--- src/rtl/wisc_pkg.sv ---
// Shared opcode constants and PC-control FSM state type.
package wisc_pkg;

  localparam logic [3:0] OP_B   = 4'hC;
  localparam logic [3:0] OP_BR  = 4'hD;
  localparam logic [3:0] OP_PCS = 4'hE;
  localparam logic [3:0] OP_HLT = 4'hF;

  typedef enum logic {
    ST_RUN    = 1'b0,
    ST_HALTED = 1'b1
  } pc_state_e;

endpackage

--- src/rtl/pc_next_sel.sv ---
// Combinational next-PC selection: fall-through, PC-relative branch, register branch, hold on HLT.
module pc_next_sel
  import wisc_pkg::*;
(
  input  logic [15:0] pc_i,
  input  logic [3:0]  opcode_i,
  input  logic [8:0]  imm9_i,
  input  logic [15:0] br_target_i,
  input  logic        take_branch_i,
  output logic [15:0] pc_plus2_o,
  output logic [15:0] pc_next_o
);

  logic [15:0] br_offset;

  assign pc_plus2_o = pc_i + 16'd2;
  // imm9 counts instruction words; sign-extend and scale to bytes.
  assign br_offset  = {{6{imm9_i[8]}}, imm9_i, 1'b0};

  always_comb begin
    pc_next_o = pc_plus2_o;
    unique case (opcode_i)
      OP_B:    if (take_branch_i) pc_next_o = pc_plus2_o + br_offset;
      OP_BR:   if (take_branch_i) pc_next_o = br_target_i & 16'hFFFE;
      OP_PCS:  pc_next_o = pc_plus2_o;
      OP_HLT:  pc_next_o = pc_i;
      default: pc_next_o = pc_plus2_o;
    endcase
  end

endmodule

--- src/rtl/pc_control.sv ---
// Program counter register and RUN/HALTED FSM with stall hold.
// Optional taken-branch counter built when PC_CONTROL_BRANCH_COUNT_EN is defined.
module pc_control
  import wisc_pkg::*;
#(
  parameter logic [15:0] RESET_PC = 16'h0000
) (
  input  logic        clk,
  input  logic        rst,
  input  logic [3:0]  opcode,
  input  logic [8:0]  imm9,
  input  logic [15:0] br_target,
  input  logic        take_branch,
  input  logic        stall,
  output logic [15:0] pc,
  output logic [15:0] pc_plus2,
  output logic        halted
`ifdef PC_CONTROL_BRANCH_COUNT_EN
  ,
  output logic [15:0] taken_cnt
`endif
);

  pc_state_e   state_q, state_d;
  logic [15:0] pc_q, pc_d;
  logic [15:0] pc_next;
  logic        advance;

  pc_next_sel u_next_sel (
    .pc_i          (pc_q),
    .opcode_i      (opcode),
    .imm9_i        (imm9),
    .br_target_i   (br_target),
    .take_branch_i (take_branch),
    .pc_plus2_o    (pc_plus2),
    .pc_next_o     (pc_next)
  );

  assign advance = (state_q == ST_RUN) && !stall;

  always_comb begin
    state_d = state_q;
    pc_d    = pc_q;
    if (advance) begin
      pc_d = pc_next;
      if (opcode == OP_HLT) state_d = ST_HALTED;
    end
  end

  always_ff @(posedge clk or posedge rst) begin
    if (rst) begin
      state_q <= ST_RUN;
      pc_q    <= RESET_PC;
    end else begin
      state_q <= state_d;
      pc_q    <= pc_d;
    end
  end

  assign pc     = pc_q;
  assign halted = (state_q == ST_HALTED);

`ifdef PC_CONTROL_BRANCH_COUNT_EN
  logic [15:0] cnt_q, cnt_d;
  logic        redirect;

  assign redirect = take_branch && ((opcode == OP_B) || (opcode == OP_BR));

  always_comb begin
    cnt_d = cnt_q;
    if (advance && redirect && (cnt_q != '1)) cnt_d = cnt_q + 16'd1;
  end

  always_ff @(posedge clk or posedge rst) begin
    if (rst) cnt_q <= '0;
    else     cnt_q <= cnt_d;
  end

  assign taken_cnt = cnt_q;
`endif

endmodule

--- config.mk ---
export PLATFORM = sky130hd
export DESIGN_NAME = pc_control
export DESIGN_NICKNAME = d
export VERILOG_FILES = /design/src/rtl/wisc_pkg.sv /design/src/rtl/pc_next_sel.sv /design/src/rtl/pc_control.sv
export SDC_FILE = /design/constraint.sdc
export NUM_CORES = 1
export LEC_CHECK = 0
export BUFFER_PORTS_ARGS = -buffer_cell sky130_fd_sc_hd__buf_2
export CAP_MARGIN = 25
export CELL_PAD_IN_SITES_DETAIL_PLACEMENT = 1
export CELL_PAD_IN_SITES_GLOBAL_PLACEMENT = 1
export CORE_MARGIN = 1
export CORE_UTILIZATION = 39
export DETAILED_ROUTE_END_ITERATION = 7
export PLACE_DENSITY_LB_ADDON = 0.1
export SETUP_SLACK_MARGIN = 0.05
export SLEW_MARGIN = 20
export SYNTH_ARGS = -nofsm -noshare
export SYNTH_HDL_FRONTEND = slang
export SYNTH_SLANG_ARGS = --single-unit
--- constraint.sdc ---
create_clock -name clk -period 8.8 [get_ports clk]
set_input_delay 2.2 -clock clk [delete_from_list [all_inputs] [get_ports clk]]
set_output_delay 2.2 -clock clk [all_outputs]
set_load 0.01 [all_outputs]
Word level (Yosys, flattened, before mapping)
Index checks and enable logic that the tools add are counted.
Storage, ports and cells
  flip-flop bits (word level): 17
  output and inout bits: 33
  word-level logic and storage cells: 16
Cells by class
  $add $sub $neg: 2
  equal/unequal tests: 3
  muxes and demuxes: 3
  bitwise gates (word level): 2
  reduce and logical (&&, ||, !) cells: 4
Operators with widths (number)
  $pmux 16 s3: 1
  $mux 16: 2
  $add 16x16->16: 1
  $add 16x2->16 const B: 1
  $eq 4x4->1 const B: 3
  $reduce_and 2->1: 2
  $not 1->1: 2
  $logic_and 1x1->1: 1
  $logic_not 1->1: 1

Longest topological paths before layout
  depth after elaboration: 4
  gate-level depth with buffers: 12
  gate-level depth less buffers: 12

By module
Synthesis repeated with hierarchy kept, for this count alone.
Second synthesis, totals
  cells, all modules: 253
  area total of the unflattened synthesis: 2233.4 µm²
Modules (own cells, without submodules)
  pc_next_sel: instances 1, cells each 215, area each 1541.5 µm², seq. area each 0.0 µm²
  pc_control: instances 1, cells each 38, area each 691.9 µm², seq. area each 425.4 µm²

Worst setup path before layout
Ideal clock, no wire load.
  path kind: in2reg
  start point: input port imm9[0]
  end point: register pc_q[15] (netlist: pc[15])
  library setup time: 125 ps
  data arrival time: 4309 ps
  required time: 8675 ps
  slack: 4366 ps
  stages on the path: 9
  buffers on the path: 0
  path through: ha_1 > fa_1 > a21o_1 > a221oi_2 > o31ai_2 > or4_4 > a31oi_4 > xnor2_1 > o21ai_1
On the way
  word-level cells in the longest chain between the ends: 3
Ends and longest elaborated chain
  start: declaration: line pc_control.sv:11  | input logic [8:0] imm9,
  $add 16x16->16: line pc_next_sel.sv:23  | OP_B: if (take_branch_i) pc_next_o = pc_plus2_o + br_offset;
  $mux 16: line pc_next_sel.sv:23
  $pmux 16 s3: line pc_next_sel.sv:22  | unique case (opcode_i)
  end signal: assignment: line pc_control.sv:56  | pc_q <= pc_d;
  end: declaration: line pc_control.sv:25  | logic [15:0] pc_q, pc_d;
No other way between the ends.
A chain may end at the register's enable or synchronous reset.

Worst setup path after layout
Same ends and word-level chain as after synthesis.

==> flow_summary.yaml <==
logic_synthesis:
  async_flop_share_pct: 100
  avgSynthCellArea_um2: 7.75
  synth-edff-count: 0
  synth_flop_cell: "dfrtp_1"
  ys_seq_area_share_pct: 20.4
  yosysMostFrequentCell: "nand2_1"
  synth_seq_cells: 16
  synthesis.area_mm2: 0.00196
  synth_warnings: 0
  synth_cell_type_count: 53
  synthCells: 253
  synth_common_cells: "27 x nand2_1, 22 x nor2_1, 20 x o21ai_0"
  synth_top_area_share_pct: 20.4
  synthTopCellsByArea: "dfrtp_1 20%, ha_1 9.6%, xnor2_1 7.6%"
  yosys.area.top_type: "dfrtp_1"
place:
  place_inst: 370
  post-dp-hpwl_mm: 4.77
  gp_congestion: 0.780
  io_buffers: 62
  place_ws_ps: 4040
clocking:
  cts_setup_buffers: 0
  htreeDepth: 1
  clkTransAtPathRegs_ps: 70
  clock-sinks: 16
  cts_buffers: 3
  hold_buffers: 0
  clkLatencyLatePin_ps: 260
  post_cts_resized: 0
  cts.path.max_buffers: 2
  root_buffer: "clkbuf_8"
  cts_tree: "done"
worst_hold_path:
  hold_class: "flop to flop"
timing:
  whs_ps: 513
  maxSlewViolCount: 0
  post-route-period-util_pct: 50.7
  min_period_ps: 4460
  post-route-worst-setup-slack_ps: 4340
  setup-tns-final_ps: 0
  relSlewSlack_pct: 46.5
  finalSetupViolations: 0
  fin_worst_skew_ps: 6.29
  rsz0062_at_grt: "false"
  hold_violations: 0
  worst_pin_slew_ps: 801
  timing.fmax_mhz: 224
critical_path:
  cp.arrival_ps: 4590
  crit_fanout: 4
  path_class: "input port to flop"
  critPathRequiredTime_ps: 8930
  r2r_setup_slack_ps: 5350
  cp-end-kind: "flop"
  crit_path_start_kind: "input port"
global_routing:
  grt_overflow: 0
  grt.total_usage_pct: 24.1
  grt_pass1_vias: 2015
  grt_first_pass_wirelength_mm: 9.93
  antenna_found_initial: 0
  grt_max_degree: 30
floorplan:
  rows: 25
  die_y_um: 72.9
  ioPinCount: 66
  core_area_mm2: 0.00479
  die_w_um: 72.9
  die-area_mm2: 0.00532
  start_util_pct: 41.0
route:
  wl_per_cell_um: 16.0
  dr.pass1.iters: 4
  initialDrtViolationCount: 84
  drc: 0
  ant_nets: 0
  dr_total_vias: 2059
  vias_per_cell: 5.51
  routed_wl_mm: 5.97
finish:
  finalNetCount: 357
  finalNonFillerCells: 374
  syn_to_final_growth_pct: 19.4
  antenna-diode-count: 0
  drive_above_1_share_pct: 24.4
flow_run:
  drv_cap: 0
power_and_ir_drop:
  irDropWorstVdd_mv: 0.148
  power_density_mw_per_mm2: 339
  leakage_nw: 1.02
outcome:
  status: "finished, final reports clean"
## metal layers
| layer | vias to the layer above | global-route usage, % | wire length (um) |
|---|---|---|---|
| li1 | 1042 | - | - |
| met1 | 969 | 35.6 | 3110 |
| met2 | 42 | 38.0 | 2640 |
| met3 | 6 | 2.49 | 173 |
| met4 | 0 | 4.58 | 41 |
| met5 | - | 0 | 0 |
## cells in the final DEF, fill, tap and decap left out, types with 3 or more instances in the layout
cell type  count
ha_1          15
o21ai_1        7
dfrtp_1       16
o21ai_0       20
inv_1          4
xor2_1         6
clkbuf_8       4
and3_1         5
buf_2         62
nor2b_1        4
a32oi_1        3
nand4_1        3
o211ai_1       5
xnor2_1       17
nand3_1        8
a211oi_1       3
o31ai_1        3
a21o_1         3
nor2_1        22
a21oi_1       18
nand2_1       27
a31oi_1        4
mux2i_1        4
nor3_1         7
## worst paths after layout
path	to	cells after the start	start
worst max-delay path	pc[15]$_DFFE_PP0P_	10	imm9[0]
worst min-delay path	halted$_DFFE_PP0P_	1	halted$_DFFE_PP0P_
worst max register to register	pc[15]$_DFFE_PP0P_	12	pc[3]$_DFFE_PP0P_
worst min register to register	halted$_DFFE_PP0P_	1	halted$_DFFE_PP0P_
max in group asynchronous	pc[1]$_DFFE_PP0P_	2	rst
min in group asynchronous	pc[13]$_DFFE_PP0P_	2	rst
## worst max-delay path, cell delays in order
cell      delay (ps)
buf_2            100
ha_1             220
fa_1             400
a21o_1           220
a221oi_2         350
o31ai_2          170
or4_4            510
a31oi_4          180
xnor2_1          140
o21ai_1           90
## through the flow
step	utilization [%]	cell area (um2)	total power [mW]
floorplan	-	1970	0.553
global placement	47.8	2290	0.712
detailed placement	47.8	2290	0.726
CTS	48.9	2340	0.796
global route	48.9	2340	0.870
finish	48.9	2340	0.794
## registers in the layout, indices dropped and copies added (netlist names)
| signal | flops |
|---|---|
| pc | 15 |
| halted | 1 |
## cell families after synthesis
| group | after synthesis | synth area share, % |
|---|---|---|
| compound gates | 84 | 28.4 |
| xor+xnor | 23 | 10.3 |
| fa+ha+maj | 16 | 10.6 |
| buf+inv | 18 | 4.85 |
| flops | 16 | 20.4 |
| mux | 5 | 2.61 |
| other cells | 1 | 0.191 |
| simple gates | 90 | 22.6 |
## final cells by class
cell class | instances | area (um2)
Fill cell | 640 | 2440
Clock buffer | 4 | 55.1
Tap cell | 67 | 83.8
Multi-Input combinational cell | 220 | 1470
Sequential cell | 16 | 400
Inverter | 4 | 15.0
Timing Repair Buffer | 63 | 318
## report_power, final
group / switching, mW / internal (mW) / total, mW
Combinational: 0.314 / 0.246 / 0.560
Sequential: 0.0593 / 0.106 / 0.166
Clock: 0.0283 / 0.0398 / 0.0681
Total: 0.401 / 0.392 / 0.794
(Power assumes the default switching activity.)
